[src/rtl/mem_wb.sv]
// MEM/WB stage: retires ALU results directly and waits for load data, extracting bytes/halves.
// Optional `MEM_WB_LOAD_TIMEOUT_EN aborts a load after 16 cycles without data and sets sticky err_o.
`timescale 1ns/1ps

module mem_wb (
    input  logic        clk_100MHz,
    input  logic        srst,
    input  logic        valid_i,
    input  logic        w_e_i,
    input  logic [4:0]  w_addr_i,
    input  logic [31:0] alu_data_i,
    input  logic        is_load_i,
    input  logic [2:0]  load_funct3_i,
    input  logic [1:0]  load_addr_lo_i,
    input  logic        dbus_rvalid_i,
    input  logic [31:0] dbus_rdata_i,
    output logic        stall_o,
    output logic        w_e_o,
    output logic [4:0]  w_addr_o,
    output logic [31:0] w_data_o,
    output logic        err_o
);

    typedef enum logic {
        ST_IDLE = 1'b0,
        ST_WAIT = 1'b1
    } state_t;

    state_t      state_q, state_d;
    logic        w_e_q, w_e_d;
    logic [4:0]  w_addr_q, w_addr_d;
    logic [31:0] w_data_q, w_data_d;
    logic        ld_we_q, ld_we_d;
    logic [4:0]  ld_addr_q, ld_addr_d;
    logic [2:0]  ld_f3_q, ld_f3_d;
    logic [1:0]  ld_lo_q, ld_lo_d;

    logic        ld_ok;
    logic [31:0] ld_data;
    logic [7:0]  ld_byte;
    logic [15:0] ld_half;

`ifdef MEM_WB_LOAD_TIMEOUT_EN
    logic        err_q, err_d;
    logic [3:0]  cnt_q, cnt_d;
`endif

    // Byte lanes follow the captured offset; halves ignore addr_lo[0].
    always_comb begin
        ld_byte = dbus_rdata_i[{ld_lo_q, 3'b000} +: 8];
        ld_half = dbus_rdata_i[{ld_lo_q[1], 4'b0000} +: 16];
        ld_ok   = 1'b1;
        ld_data = '0;
        case (ld_f3_q)
            3'b000:  ld_data = {{24{ld_byte[7]}}, ld_byte};
            3'b100:  ld_data = {24'd0, ld_byte};
            3'b001:  ld_data = {{16{ld_half[15]}}, ld_half};
            3'b101:  ld_data = {16'd0, ld_half};
            3'b010:  ld_data = dbus_rdata_i;
            default: ld_ok   = 1'b0;
        endcase
    end

    always_comb begin
        state_d   = state_q;
        w_e_d     = 1'b0;
        w_addr_d  = w_addr_q;
        w_data_d  = w_data_q;
        ld_we_d   = ld_we_q;
        ld_addr_d = ld_addr_q;
        ld_f3_d   = ld_f3_q;
        ld_lo_d   = ld_lo_q;
`ifdef MEM_WB_LOAD_TIMEOUT_EN
        err_d     = err_q;
        cnt_d     = cnt_q;
`endif
        case (state_q)
            ST_IDLE: begin
                if (valid_i) begin
                    if (is_load_i) begin
                        ld_we_d   = w_e_i;
                        ld_addr_d = w_addr_i;
                        ld_f3_d   = load_funct3_i;
                        ld_lo_d   = load_addr_lo_i;
                        state_d   = ST_WAIT;
`ifdef MEM_WB_LOAD_TIMEOUT_EN
                        cnt_d     = 4'd0;
`endif
                    end else if (w_e_i && (w_addr_i != 5'd0)) begin
                        w_e_d    = 1'b1;
                        w_addr_d = w_addr_i;
                        w_data_d = alu_data_i;
                    end
                end
            end
            ST_WAIT: begin
                if (dbus_rvalid_i) begin
                    state_d = ST_IDLE;
                    if (ld_ok && ld_we_q && (ld_addr_q != 5'd0)) begin
                        w_e_d    = 1'b1;
                        w_addr_d = ld_addr_q;
                        w_data_d = ld_data;
                    end
                end
`ifdef MEM_WB_LOAD_TIMEOUT_EN
                else if (cnt_q == 4'hF) begin
                    state_d = ST_IDLE;
                    err_d   = 1'b1;
                end else begin
                    cnt_d = cnt_q + 4'd1;
                end
`endif
            end
            default: state_d = ST_IDLE;
        endcase
    end

    always_ff @(posedge clk_100MHz) begin
        if (srst) begin
            state_q   <= ST_IDLE;
            w_e_q     <= 1'b0;
            w_addr_q  <= '0;
            w_data_q  <= '0;
            ld_we_q   <= 1'b0;
            ld_addr_q <= '0;
            ld_f3_q   <= '0;
            ld_lo_q   <= '0;
`ifdef MEM_WB_LOAD_TIMEOUT_EN
            err_q     <= 1'b0;
            cnt_q     <= '0;
`endif
        end else begin
            state_q   <= state_d;
            w_e_q     <= w_e_d;
            w_addr_q  <= w_addr_d;
            w_data_q  <= w_data_d;
            ld_we_q   <= ld_we_d;
            ld_addr_q <= ld_addr_d;
            ld_f3_q   <= ld_f3_d;
            ld_lo_q   <= ld_lo_d;
`ifdef MEM_WB_LOAD_TIMEOUT_EN
            err_q     <= err_d;
            cnt_q     <= cnt_d;
`endif
        end
    end

    assign stall_o  = (state_q == ST_WAIT);
    assign w_e_o    = w_e_q;
    assign w_addr_o = w_addr_q;
    assign w_data_o = w_data_q;
`ifdef MEM_WB_LOAD_TIMEOUT_EN
    assign err_o    = err_q;
`else
    assign err_o    = 1'b0;
`endif

endmodule

[config.mk]
export PLATFORM = sky130hd
export DESIGN_NAME = mem_wb
export DESIGN_NICKNAME = d
export VERILOG_FILES = /design/src/rtl/mem_wb.sv
export SDC_FILE = /design/constraint.sdc
export NUM_CORES = 1
export LEC_CHECK = 0
export CAP_MARGIN = 10
export CORE_ASPECT_RATIO = 0.6
export CORE_UTILIZATION = 44
export CTS_BUF_LIST = sky130_fd_sc_hd__clkbuf_8
export DETAILED_ROUTE_END_ITERATION = 8
export HOLD_SLACK_MARGIN = 0.02
export PLACE_DENSITY_LB_ADDON = 0.12
export SLEW_MARGIN = 20
export SYNTH_ARGS = -nofsm -noshare
export SYNTH_HDL_FRONTEND = slang
export SYNTH_SLANG_ARGS = --single-unit
[constraint.sdc]
create_clock -name clk_100MHz -period 2.1 [get_ports clk_100MHz]
set_input_delay 0.42 -clock clk_100MHz [delete_from_list [all_inputs] [get_ports clk_100MHz]]
set_output_delay 0.42 -clock clk_100MHz [all_outputs]
set_load 0.02 [all_outputs]
* Word-level counts from Yosys, hierarchy flattened
Index checks and enable logic that the tools add are counted.
** Cells by class
- Shift operators :: 2
- Equal/unequal tests :: 9
- Bitwise logic cells :: 1
- Reductions and logical operators :: 9
- Muxes and demuxes :: 24
** Operator list (number)
- 2-to-1 mux 32 bit :: 5
- one-hot mux 32 bit (5 select lines) :: 1
- one-hot mux 32 bit (2 select lines) :: 1
- variable part select 32 x 6 -> 16 bit :: 1
- variable part select 32 x 6 -> 8 bit :: 1
- 2-to-1 mux 5 bit :: 5
- one-hot mux 5 bit (2 select lines) :: 1
- nonzero test 5 bit :: 2
- 2-to-1 mux 1 bit :: 9
- inequality test 2 bit, second input constant :: 4
- == test 3 bit, second input constant :: 2
- AND reduction 5 bit :: 1
- OR reduction 5 bit :: 1
- one-hot mux 1 bit (2 select lines) :: 2
- == test 3 x 1 -> 1 bit, second input constant :: 1
- == test 3 x 2 -> 1 bit, second input constant :: 1
- logical AND 1 bit :: 3
- zero test 3 bit :: 1
- AND reduction 3 bit :: 1
- inequality test 2 x 1 -> 1 bit, second input constant :: 1
- NOT 1 bit :: 1
** Storage, ports and cells
- Register bits after elaboration :: 50
- Input port bits :: 80

* Logic depth before layout (Yosys ltp)
Gate-level depths: netlist of the first run.
- Depth in word-level cells :: 8
- Gate-level depth with buffers :: 8
- Gate-level depth less buffers :: 5

* Least setup slack after synthesis of the first run
Ideal clock, no wire load.
- Kind :: register -> register
- Start point :: reg state_q, in the netlist stall_o
- End point :: reg w_data_q[7], in the netlist w_data_o[7]
- Data required time :: 1.980 ns
- Arrival :: 1.611 ns
- Clock period less this slack :: 1.731 ns
- Stages on the path, launching flop included :: 9
- Setup slack :: 0.369 ns
- Library setup time :: 0.120 ns
- Path buffers :: 3
- Cells stage by stage :: dfxtp_1 -> buf_2 -> nand4bb_1 -> a22o_1 -> a21o_1 -> buf_6 -> buf_6 -> a211oi_1 -> nor2_1
** On the way
- Cells in the longest elaborated chain, start to end :: 3
- Elaborated cells between the ends (all ways) :: 8
** Ends and longest elaborated chain
- start: declaration :: line 29 : state_t state_q, state_d;
- start signal: assignment :: line 133 : state_q <= state_d;
- NOT 1 bit
- inequality test 2 bit (no source line)
- AND reduction 5 bit (no source line)
- end signal: assignment :: line 136 : w_data_q <= w_data_d;
- end: declaration :: line 32 : logic [31:0] w_data_q, w_data_d;
Parallel ways exist; a longest one is shown, timed or not.
A chain may end at the register's enable or synchronous reset.

* Worst setup path after layout of the first run
- Start point :: reg ld_addr_q[0]
- End point :: reg w_data_q[9], in the netlist w_data_o[9]
** On the way
- Cells in the longest elaborated chain, start to end :: 4
** Ends and longest elaborated chain
- start: declaration :: line 34 : logic [4:0] ld_addr_q, ld_addr_d;
- start signal: assignment :: line 138 : ld_addr_q <= ld_addr_d;
- nonzero test 5 bit :: line 99 : if (ld_ok && ld_we_q && (ld_addr_q != 5'd0)) begin
- logical AND 1 bit :: line 99
- inequality test 2 x 1 -> 1 bit (no source line)
- AND reduction 5 bit (no source line)
No other way between the ends.

==> out/metrics.cfg, run 1 <==
[pwr]
p_clk_frac = 0.243
p_sw_frac = 0.312
p_per_area_mw_per_mm2 = 543
ir_drop_mv = 0.427
p_leak_nw = 1.59
intPower_mw = 1.63
seq_power_share = 0.440
pwr-share-comb = 0.317
switchingPower_mw = 0.737

[synthesis]
ys_ff_latch = 50
synth-simple-area-share = 0.151
synth_compound_area_frac = 0.310
async_reset_ff_frac = 0
synth_area_per_cell_sq_um = 8.65
synth_area_leaders = dfxtp_1 35%, mux2i_1 8.0%, a211oi_1 7.3%, o21ai_0 5.8%, nor2_1 4.2%
synth_edf_count = 0
synth_top_area_cell = dfxtp_1
synth_top_area_frac = 0.349
ys_seq_area_frac = 0.349
synth_xor_area_frac = 0
syn_inst = 332
synth_fp_nets = 412
synthAdderAreaFrac = 0
yosysWarnings = 0
synth_mux_area_frac = 0.123
yosys.cell_types.count = 40
synth_top_family_by_area = compound AO/OA/AOI/OAI gates
synth_flop_cell = dfxtp_1
syn_area_sq_mm = 0.00287

[routing]
wl_mm = 9.81
num_vias = 3186
ant_nets = 0
dr.pass1.iters = 6
viasPerCell = 5.90
route.detailed.drc = 0
avgRoutedWirePerCell_um = 18.2
initialDrtViolationCount = 344

[clock_network]
post_cts_resized = 0
worstSkewPairLatency_ps = 310
cts_buffers = 5
clock_path_buffers = 2
path_clk_slew_ps = 100
ctsHoldBuffers = 0
clock_sinks = 50
root_buffer = clkbuf_8
htreeDepth = 2
cts_tree = built
cts_setup_buffers = 0

[worst_setup_path]
crit_type = flop to flop
cp.required_ps = 2310
startpoint_type = flop
cp-end-kind = flop
reg2regPathDepth = 6
r2r_end = w_data_o[9]$_SDFFE_PP0P_
crit_arrival_ps = 2190
r2r_start = ld_addr_q[0]$_SDFFE_PP0P_
worstPathMaxFanout = 34
r2r_slack_ps = 120

[die]
pin_count = 120
start_util = 0.463
row_count = 22
chipHeight_um = 64.6
dieArea_sq_mm = 0.00686
die_x_um = 106
core_area_sq_mm = 0.00619

[cells_and_area]
fin_util = 0.703
drive_gt1_frac = 0.123
instances_no_fill = 540
num-nets-final = 535
antennaDiodeCount = 0
areaGrowthSynthToFinish_pct = 51.7

[placed_design]
gp_congestion = 0.914
pre_cts_slack_ps = -130
port_buffers = 118
place_hpwl_mm = 7.47
placed_cells = 532

[timing]
rsz0062_at_grt = false
fin_ws_ps = 124
worstMarginPinSlew_ps = 549
max_freq_mhz = 506
post-route-period-util = 0.941
finalSetupViolCount = 0
hold_viol_final = 0
clock_skew_ps = 7.75
slew_headroom = 0.632
period_needed_ps = 1980
slew_violations = 0

[grt]
grt_overflow = 0
grt_pass1_vias = 2901
grt_max_degree = 35
grt_pass1_wl_mm = 15.1
globalRouteTotalUtil = 0.280
antenna_found_initial = 0

[hold_path]
min_to = w_data_o[25]$_SDFFE_PP0P_
min_path_type = flop to flop
min_path_cells = 2
hp-start = w_data_o[25]$_SDFFE_PP0P_

[outcome]
status = complete, no violations

[run]
cap_viol_max_count = 0

-- cells in the final DEF (no fill, tap or decap), types with 2 or more instances in the layout --
master / n
a21o_1: 2
buf_4: 25
clkbuf_8: 5
a222oi_1: 7
nor2b_1: 17
o21ai_0: 33
mux2_2: 9
buf_12: 4
inv_1: 4
o31ai_1: 16
a22oi_1: 9
a211oi_1: 28
mux2i_1: 23
a211oi_2: 3
clkdlybuf4s50_1: 118
nor3b_2: 2
nand2_1: 13
nand3_1: 18
o221ai_1: 7
a21oi_1: 5
nor2_1: 32
dfxtp_1: 50
a31o_1: 7
-- worst max-delay path by stage --
stage	to	slack [ps]	depth (start not counted)	start
3_5_place_dp	w_data_o[17]$_SDFFE_PP0P_	-130	7	is_load_i
6_report	w_data_o[9]$_SDFFE_PP0P_	120	6	ld_addr_q[0]$_SDFFE_PP0P_
3_3_place_gp	w_data_o[9]$_SDFFE_PP0P_	-80	6	dbus_rdata_i[15]
5_1_grt	w_data_o[9]$_SDFFE_PP0P_	30	6	ld_addr_q[0]$_SDFFE_PP0P_
4_1_cts	w_data_o[9]$_SDFFE_PP0P_	130	6	ld_addr_q[0]$_SDFFE_PP0P_
2_1_floorplan	w_data_o[7]$_SDFFE_PP0P_	370	8	stall_o$_SDFF_PP0_
-- critical path, cell delays in order (launching register included) --
cell	delay [ps]
dfxtp_1	330
or4_1	590
o211ai_1	230
a21o_1	220
buf_12	210
a211oi_1	80
a31o_1	200
-- power groups by stage --
stage          Sequential (mW)  Clock (mW)  Combinational [mW]
6_report                  1.04       0.573               0.750
3_5_place_dp              1.06           0               0.737
2_1_floorplan             1.10           0               0.322
4_1_cts                   1.04       0.577               0.742
5_1_grt                   1.05       0.628               0.795
3_3_place_gp              1.06           0               0.725
-- area by class of cell --
cell class / count / area (sq um)
inverters: 5 / 18.8
flip-flops and latches: 50 / 1000
clock inverters: 3 / 21.3
repair buffers: 147 / 1450
well taps: 84 / 105
clock buffers: 5 / 68.8
fillers: 514 / 1840
multi-input cells: 246 / 1690
-- logic make-up after synthesis --
family,Yosys count
flops,50
compound gates,123
mux,33
simple gates,89
other cells,1
buf+inv,36
-- routing by layer --
metal	vias up	global-route usage	part of all wire
met2	180	0.425	0.42
met4	0	0.0434	0.0087
met3	12	0.0584	0.095
met5	-	0	0
met1	1491	0.411	0.47
li1	1503	-	-
-- cells in the mapped netlist (9+ instances only) --
| cell type | count |
|---|---|
| mux2i_1 | 23 |
| nor2b_1 | 17 |
| nand3_1 | 18 |
| a211oi_1 | 28 |
| clkbuf_1 | 15 |
| a22oi_1 | 9 |
| o31ai_1 | 16 |
| nor2_1 | 32 |
| mux2_2 | 9 |
| o21ai_0 | 33 |
| dfxtp_1 | 50 |
| nand2_1 | 13 |
-- state kept, by name, indices dropped and copies added (netlist names) --
| register | flops |
|---|---|
| w_data_o | 32 |
| ld_addr_q | 5 |
| w_addr_o | 5 |
| ld_f3_q | 3 |
| ld_lo_q | 2 |
| ld_we_q | 1 |
| stall_o | 1 |
| w_e_o | 1 |
-- metrics by stage --
step | setup TNS (ps) | total power [mW] | instance area (sq um) | hold slack (ps)
floorplan | 0 | 1.42 | 2870 | 464
global placement | -1380 | 1.78 | 4250 | 454
detailed placement | -2280 | 1.80 | 4250 | 463
CTS | 0 | 2.36 | 4340 | 475
global route | 0 | 2.47 | 4350 | 496
finish | 0 | 2.36 | 4350 | 471
(Power assumes the default switching activity.)
==> inputs of run 2 (changes only) <==
--- a/config.mk
+++ b/config.mk
@@ -11,7 +11,7 @@
 export CTS_BUF_LIST = sky130_fd_sc_hd__clkbuf_8
 export DETAILED_ROUTE_END_ITERATION = 8
 export HOLD_SLACK_MARGIN = 0.02
-export PLACE_DENSITY_LB_ADDON = 0.12
+export PLACE_DENSITY_LB_ADDON = 0.3
 export SLEW_MARGIN = 20
 export SYNTH_ARGS = -nofsm -noshare
 export SYNTH_HDL_FRONTEND = slang
==> out/metrics.cfg, run 2 (synthesized netlist as in run 1, its figures left out) <==
[outcome]
status = complete, no violations  ; unchanged

[pwr]
p_per_area_mw_per_mm2 = 545  ; was 543 mW/mm^2
p_sw_frac = 0.304  ; was 0.312
total_power_mw = 2.37  ; was 2.36 mW
p_leak_nw = 1.59  ; about the same
seq_power_share = 0.440  ; about the same
intPower_mw = 1.65  ; was 1.63 mW
p_clk_frac = 0.245  ; was 0.243
ir_drop_mv = 0.335  ; was 0.427 mV
switchingPower_mw = 0.720  ; was 0.737 mW
pwr-share-comb = 0.315  ; was 0.317

[routing]
dr.pass1.iters = 8  ; was 6
ant_nets = 0  ; unchanged
wl_mm = 9.96  ; was 9.81 mm
initialDrtViolationCount = 297  ; was 344
num_vias = 3268  ; was 3186
avgRoutedWirePerCell_um = 18.5  ; was 18.2 um
route.detailed.drc = 0  ; unchanged
viasPerCell = 6.07  ; was 5.90

[clock_network]
worstSkewPairLatency_ps = 310  ; about the same
cts_buffers = 5  ; unchanged
path_clk_slew_ps = 90  ; was 100 ps
ctsHoldBuffers = 0  ; unchanged
htreeDepth = 2  ; unchanged
clock_sinks = 50  ; unchanged
cts_tree = built  ; unchanged
clock_path_buffers = 2  ; unchanged
root_buffer = clkbuf_8  ; unchanged

[cells_and_area]
layout_common_cells = 118 x clkdlybuf4s50_1, 49 x dfxtp_1, 33 x o21ai_0, 32 x nor2_1, 28 x a211oi_1  ; was 118 x clkdlybuf4s50_1, 50 x dfxtp_1, 33 x o21ai_0, 32 x nor2_1, 28 x a211oi_1
fin_util = 0.702  ; was 0.703
fin_area_sq_mm = 0.00435  ; about the same
drive_gt1_frac = 0.119  ; was 0.123
num-nets-final = 533  ; was 535
areaGrowthSynthToFinish_pct = 51.6  ; was 51.7%
layout_commonest_cell = clkdlybuf4s50_1  ; unchanged
largest_reg_flops = 32  ; unchanged
antennaDiodeCount = 0  ; unchanged

[grt]
grt_max_degree = 34  ; was 35
grt_pass1_wl_mm = 15.5  ; was 15.1 mm
globalRouteTotalUtil = 0.290  ; was 0.280
antenna_found_initial = 0  ; unchanged
grt_pass1_vias = 3048  ; was 2901
grt_overflow = 0  ; unchanged

[die]
die_x_um = 106  ; unchanged
start_util = 0.463  ; unchanged
core_area_sq_mm = 0.00619  ; unchanged
pin_count = 120  ; unchanged
chipHeight_um = 64.6  ; unchanged
row_count = 22  ; unchanged
dieArea_sq_mm = 0.00686  ; unchanged

[placed_design]
place_hpwl_mm = 7.48  ; was 7.47 mm
port_buffers = 118  ; unchanged
dpl_cell_area_sq_mm = 0.00423  ; was 0.00425 sq mm
gp_congestion = 0.882  ; was 0.914

[worst_setup_path]
cp.required_ps = 2310  ; about the same
crit_arrival_ps = 2250  ; was 2190 ps
cp-end-kind = flop  ; unchanged
crit_type = flop to flop  ; unchanged
worstPathMaxFanout = 8  ; was 34
startpoint_type = flop  ; unchanged

[timing]
clock_skew_ps = 5.83  ; was 7.75 ps
finalSetupTns_ps = 0  ; unchanged
finalSetupViolCount = 0  ; unchanged
hold_ws_ps = 471  ; about the same
rsz0062_at_grt = false  ; unchanged
period_needed_ps = 2050  ; was 1980 ps
max_freq_mhz = 488  ; was 506 MHz
slew_headroom = 0.615  ; was 0.632
post-route-period-util = 0.976  ; was 0.941
slew_violations = 0  ; unchanged
worstMarginPinSlew_ps = 575  ; was 549 ps
hold_viol_final = 0  ; unchanged

[run]
cap_viol_max_count = 0  ; unchanged

[hold_path]
min_path_type = flop to flop  ; unchanged

[run 2: changes by cell type in the layout (fill, tap and decap cells not counted), sizes merged]
cell	before	now
clkinvlp	1	0
clkinv	2	1
clkbuf	5	6
inv	5	6
buf	29	27
[run 2: final cells by class]
| cell class | instances | area [sq um] |
|---|---|---|
| fill | 479 | 1840 |
| sequential | 50 | 1000 |
| clock buffer | 6 | 82.6 |
| clock inverter | 2 | 8.76 |
| tap | 84 | 105 |
| multi-input combinational | 246 | 1690 |
| timing repair buffer | 145 | 1450 |
| inverter | 5 | 18.8 |
[run 2: final timing paths]
check	start	end	slack, ps	cells after the start
worst min register to register	w_data_o[25]$_SDFFE_PP0P_	w_data_o[25]$_SDFFE_PP0P_	470	2
worst max register to register	ld_addr_q[0]$_SDFFE_PP0P_	w_data_o[14]$_SDFFE_PP0P_	50	7
worst max-delay path	ld_addr_q[0]$_SDFFE_PP0P_	w_data_o[14]$_SDFFE_PP0P_	50	7
worst min-delay path	w_data_o[25]$_SDFFE_PP0P_	w_data_o[25]$_SDFFE_PP0P_	470	2
[run 2: repair_timing]
action,4_1_cts,5_1_grt
setup endpoints to repair,0,10
resized for setup,0,2
setup buffers,0,3
hold endpoints to repair,0,0
[run 2: layer usage]
metal,GRT usage,share of wire,vias up
li1,-,-,1504
met1,0.399,0.45,1529
met2,0.428,0.41,211
met3,0.0895,0.12,22
met4,0.0816,0.014,2
met5,0.0635,0.0049,-
[run 2: per-stage QoR]
stage                     setup WS (ps)  instances
after floorplan                     369        332
after global placement            -74.3        527
after detailed placement           -137        527
after CTS                          61.6        535
after global routing              0.549        538
final                              50.9        538
[run 2: worst max-delay path, stage by stage (launching register included)]
cell and delay (ps):
dfxtp_1 340, or4_1 560, o211ai_1 270, a21o_2 290, buf_4 150, buf_4 100
a211oi_1 40, a31o_1 200
[run 2: power by group through the flow]
stage	registers (mW)	clock network (mW)	logic [mW]
6_report	1.04	0.580	0.748
5_1_grt	1.05	0.627	0.795
4_1_cts	1.04	0.585	0.733
3_5_place_dp	1.06	0	0.728
3_3_place_gp	1.06	0	0.711
2_1_floorplan	1.10	0	0.322
==> inputs of run 3 (changes only) <==
--- a/config.mk
+++ b/config.mk
@@ -12,6 +12,8 @@
 export DETAILED_ROUTE_END_ITERATION = 8
 export HOLD_SLACK_MARGIN = 0.02
 export PLACE_DENSITY_LB_ADDON = 0.3
+export REMOVE_ABC_BUFFERS = 1
+export SETUP_SLACK_MARGIN = 0.5
 export SLEW_MARGIN = 20
 export SYNTH_ARGS = -nofsm -noshare
 export SYNTH_HDL_FRONTEND = slang
==> out/metrics.cfg, run 3 (synthesized netlist as in run 1, its figures left out) <==
[outcome]
status = complete, no violations  ; unchanged

[hold_path]
min_path_cells = 2  ; unchanged
min_to = w_data_o[29]$_SDFFE_PP0P_  ; was w_data_o[25]$_SDFFE_PP0P_
min_path_type = flop to flop  ; unchanged
hp-start = w_data_o[29]$_SDFFE_PP0P_  ; was w_data_o[25]$_SDFFE_PP0P_

[worst_setup_path]
startpoint_type = flop  ; unchanged
worstPathMaxFanout = 3  ; was 8
critPathMaxStageDelay_ps = 570  ; was 560 ps
cp-end-kind = flop  ; unchanged
path_delay_family = compound AO/OA/AOI/OAI gates  ; unchanged
r2r_start = ld_lo_q[1]$_SDFFE_PP0P_  ; was ld_addr_q[0]$_SDFFE_PP0P_
reg2regPathDepth = 6  ; was 7
path_buf_inv = 1  ; was 2
r2r_slack_ps = 190  ; was 50 ps
r2r_end = w_data_o[21]$_SDFFE_PP0P_  ; was w_data_o[14]$_SDFFE_PP0P_
crit_type = flop to flop  ; unchanged
crit_arrival_ps = 2110  ; was 2250 ps
cp.required_ps = 2300  ; was 2310 ps
timing.critical_path.cells = mux4_2 -> nand2_2 -> a21oi_4 -> buf_4 -> a211oi_1 -> o31ai_2  ; was or4_1 -> o211ai_1 -> a21o_2 -> buf_4 -> buf_4 -> a211oi_1 -> a31o_1
cp_slowest_cell = mux4_2  ; was or4_1

[routing]
route.detailed.drc = 0  ; unchanged
num_vias = 3506  ; was 3268
avgRoutedWirePerCell_um = 21.6  ; was 18.5 um
dr.pass1.iters = 5  ; was 8
wl_mm = 11.9  ; was 9.96 mm
viasPerCell = 6.39  ; was 6.07
initialDrtViolationCount = 367  ; was 297
ant_nets = 0  ; unchanged

[grt]
globalRouteTotalUtil = 0.324  ; was 0.290
grt_max_degree = 39  ; was 34
grt_pass1_vias = 3314  ; was 3048
grt_overflow = 0  ; unchanged
antenna_found_initial = 0  ; unchanged
grt_pass1_wl_mm = 17.1  ; was 15.5 mm

[timing]
rsz0062_at_grt = true  ; was false
slew_violations = 0  ; unchanged
slew_headroom = 0.625  ; was 0.615
finalSetupViolCount = 0  ; unchanged
clock_skew_ps = 9.28  ; was 5.83 ps
worstMarginPinSlew_ps = 560  ; was 575 ps
post-route-period-util = 0.910  ; was 0.976
max_freq_mhz = 523  ; was 488 MHz
period_needed_ps = 1910  ; was 2050 ps
fin_ws_ps = 189  ; was 50.9 ps
hold_viol_final = 0  ; unchanged

[clock_network]
path_clk_slew_ps = 100  ; was 90 ps
cts_tree = built  ; unchanged
worstSkewPairLatency_ps = 310  ; about the same
htreeDepth = 2  ; unchanged
cts_buffers = 5  ; unchanged
clock_path_buffers = 2  ; unchanged
root_buffer = clkbuf_8  ; unchanged
clock_sinks = 50  ; unchanged

[cells_and_area]
layout_commonest_cell = clkdlybuf4s50_1  ; unchanged
n_fill_cell = 415  ; was 479
antennaDiodeCount = 0  ; unchanged
drive_gt1_frac = 0.256  ; was 0.119
fin_util = 0.777  ; was 0.702
num-nets-final = 544  ; was 533
layout_common_cells = 71 x clkdlybuf4s50_1, 46 x dlygate4sd2_1, 44 x dfxtp_1, 26 x nor2_1  ; was 118 x clkdlybuf4s50_1, 49 x dfxtp_1, 33 x o21ai_0, 32 x nor2_1, 28 x a211oi_1
largest_reg_flops = 32  ; unchanged
areaGrowthSynthToFinish_pct = 67.7  ; was 51.6%
fin_area_sq_mm = 0.00481  ; was 0.00435 sq mm

[placed_design]
dpl_cell_area_sq_mm = 0.00422  ; was 0.00423 sq mm
pre_cts_slack_ps = -161  ; was -137 ps
gp_congestion = 0.889  ; was 0.882
port_buffers = 118  ; unchanged
place_hpwl_mm = 7.10  ; was 7.48 mm

[die]
start_util = 0.463  ; unchanged
chipHeight_um = 64.6  ; unchanged
row_count = 22  ; unchanged
die_x_um = 106  ; unchanged
pin_count = 120  ; unchanged
core_area_sq_mm = 0.00619  ; unchanged
dieArea_sq_mm = 0.00686  ; unchanged

[pwr]
p_leak_nw = 1.94  ; was 1.59 nW
total_power_mw = 2.57  ; was 2.37 mW
ir_drop_mv = 0.297  ; was 0.335 mV
p_per_area_mw_per_mm2 = 534  ; was 545 mW/mm^2

[run]
cap_viol_max_count = 0  ; unchanged

==> run 3: cell count changes in the layout (fill, tap and decap cells not counted), sizes merged <==
cell           delta
dlygate4sd2      +46
clkbuf            +2
clkdlybuf4s50    -47
dlymetal6s2s      +1
buf               +8
clkinvlp          +1
inv               -1
bufbuf            +1
==> run 3: worst max path at each step <==
stage / to / from / slack [ps] / depth (start not counted)
2_1_floorplan: w_data_o[14]$_SDFFE_PP0P_ / stall_o$_SDFF_PP0_ / -640 / 5
3_3_place_gp: w_data_o[23]$_SDFFE_PP0P_ / dbus_rdata_i[15] / -80 / 7
3_5_place_dp: w_data_o[11]$_SDFFE_PP0P_ / dbus_rdata_i[15] / -160 / 6
4_1_cts: w_data_o[16]$_SDFFE_PP0P_ / ld_lo_q[1]$_SDFFE_PP0P_ / 240 / 6
5_1_grt: w_data_o[12]$_SDFFE_PP0P_ / ld_addr_q[0]$_SDFFE_PP0P_ / 150 / 6
6_report: w_data_o[21]$_SDFFE_PP0P_ / ld_lo_q[1]$_SDFFE_PP0P_ / 190 / 6
==> run 3: area by class of cell <==
cell class | count | area (sq um) | share of cell area
flip-flops and latches | 50 | 1010 | 0.210
repair buffers | 156 | 1590 | 0.330
inverters | 5 | 21.3 | 0.00442
multi-input cells | 246 | 1990 | 0.414
clock buffers | 6 | 82.6 | 0.0172
well taps | 84 | 105 | 0.0218
clock inverters | 2 | 12.5 | 0.00260
==> run 3: repair_timing <==
| item | 4_1_cts | 5_1_grt |
|---|---|---|
| pin swaps | 12 | 15 |
| hold buffers | 0 | 0 |
| buffers inserted | 6 | 2 |
| gates resized for setup | 112 | 33 |
| endpoints found under the setup margin | 77 | 38 |
| cloned | 4 | 2 |
==> run 3: per-layer routing <==
layer	global-route usage	vias to the layer above	share of wire
met5	0	-	0
met4	0.116	0	0.015
li1	-	1526	-
met3	0.0996	26	0.13
met1	0.454	1675	0.42
met2	0.463	279	0.44
==> run 3: report_power, final <==
group	switching (mW)	internal, mW	total (mW)
Sequential	0.0528	1.00	1.05
Clock	0.347	0.266	0.613
Combinational	0.454	0.446	0.900
==> run 3: stage by stage <==
| stage | setup TNS (ps) | std cells | hold slack (ps) |
|---|---|---|---|
| 2_1_floorplan | -21380 | 301 | 464 |
| 3_3_place_gp | -1600 | 527 | 454 |
| 3_5_place_dp | -2740 | 527 | 465 |
| 4_1_cts | 0 | 545 | 478 |
| 5_1_grt | 0 | 549 | 494 |
| 6_report | 0 | 549 | 476 |
==> run 3: worst min-delay path, delay by kind of cell, from the launching register on <==
family	cells	cell delay (ps)
simple gates	1	60
compound gates	1	60
flops	1	320
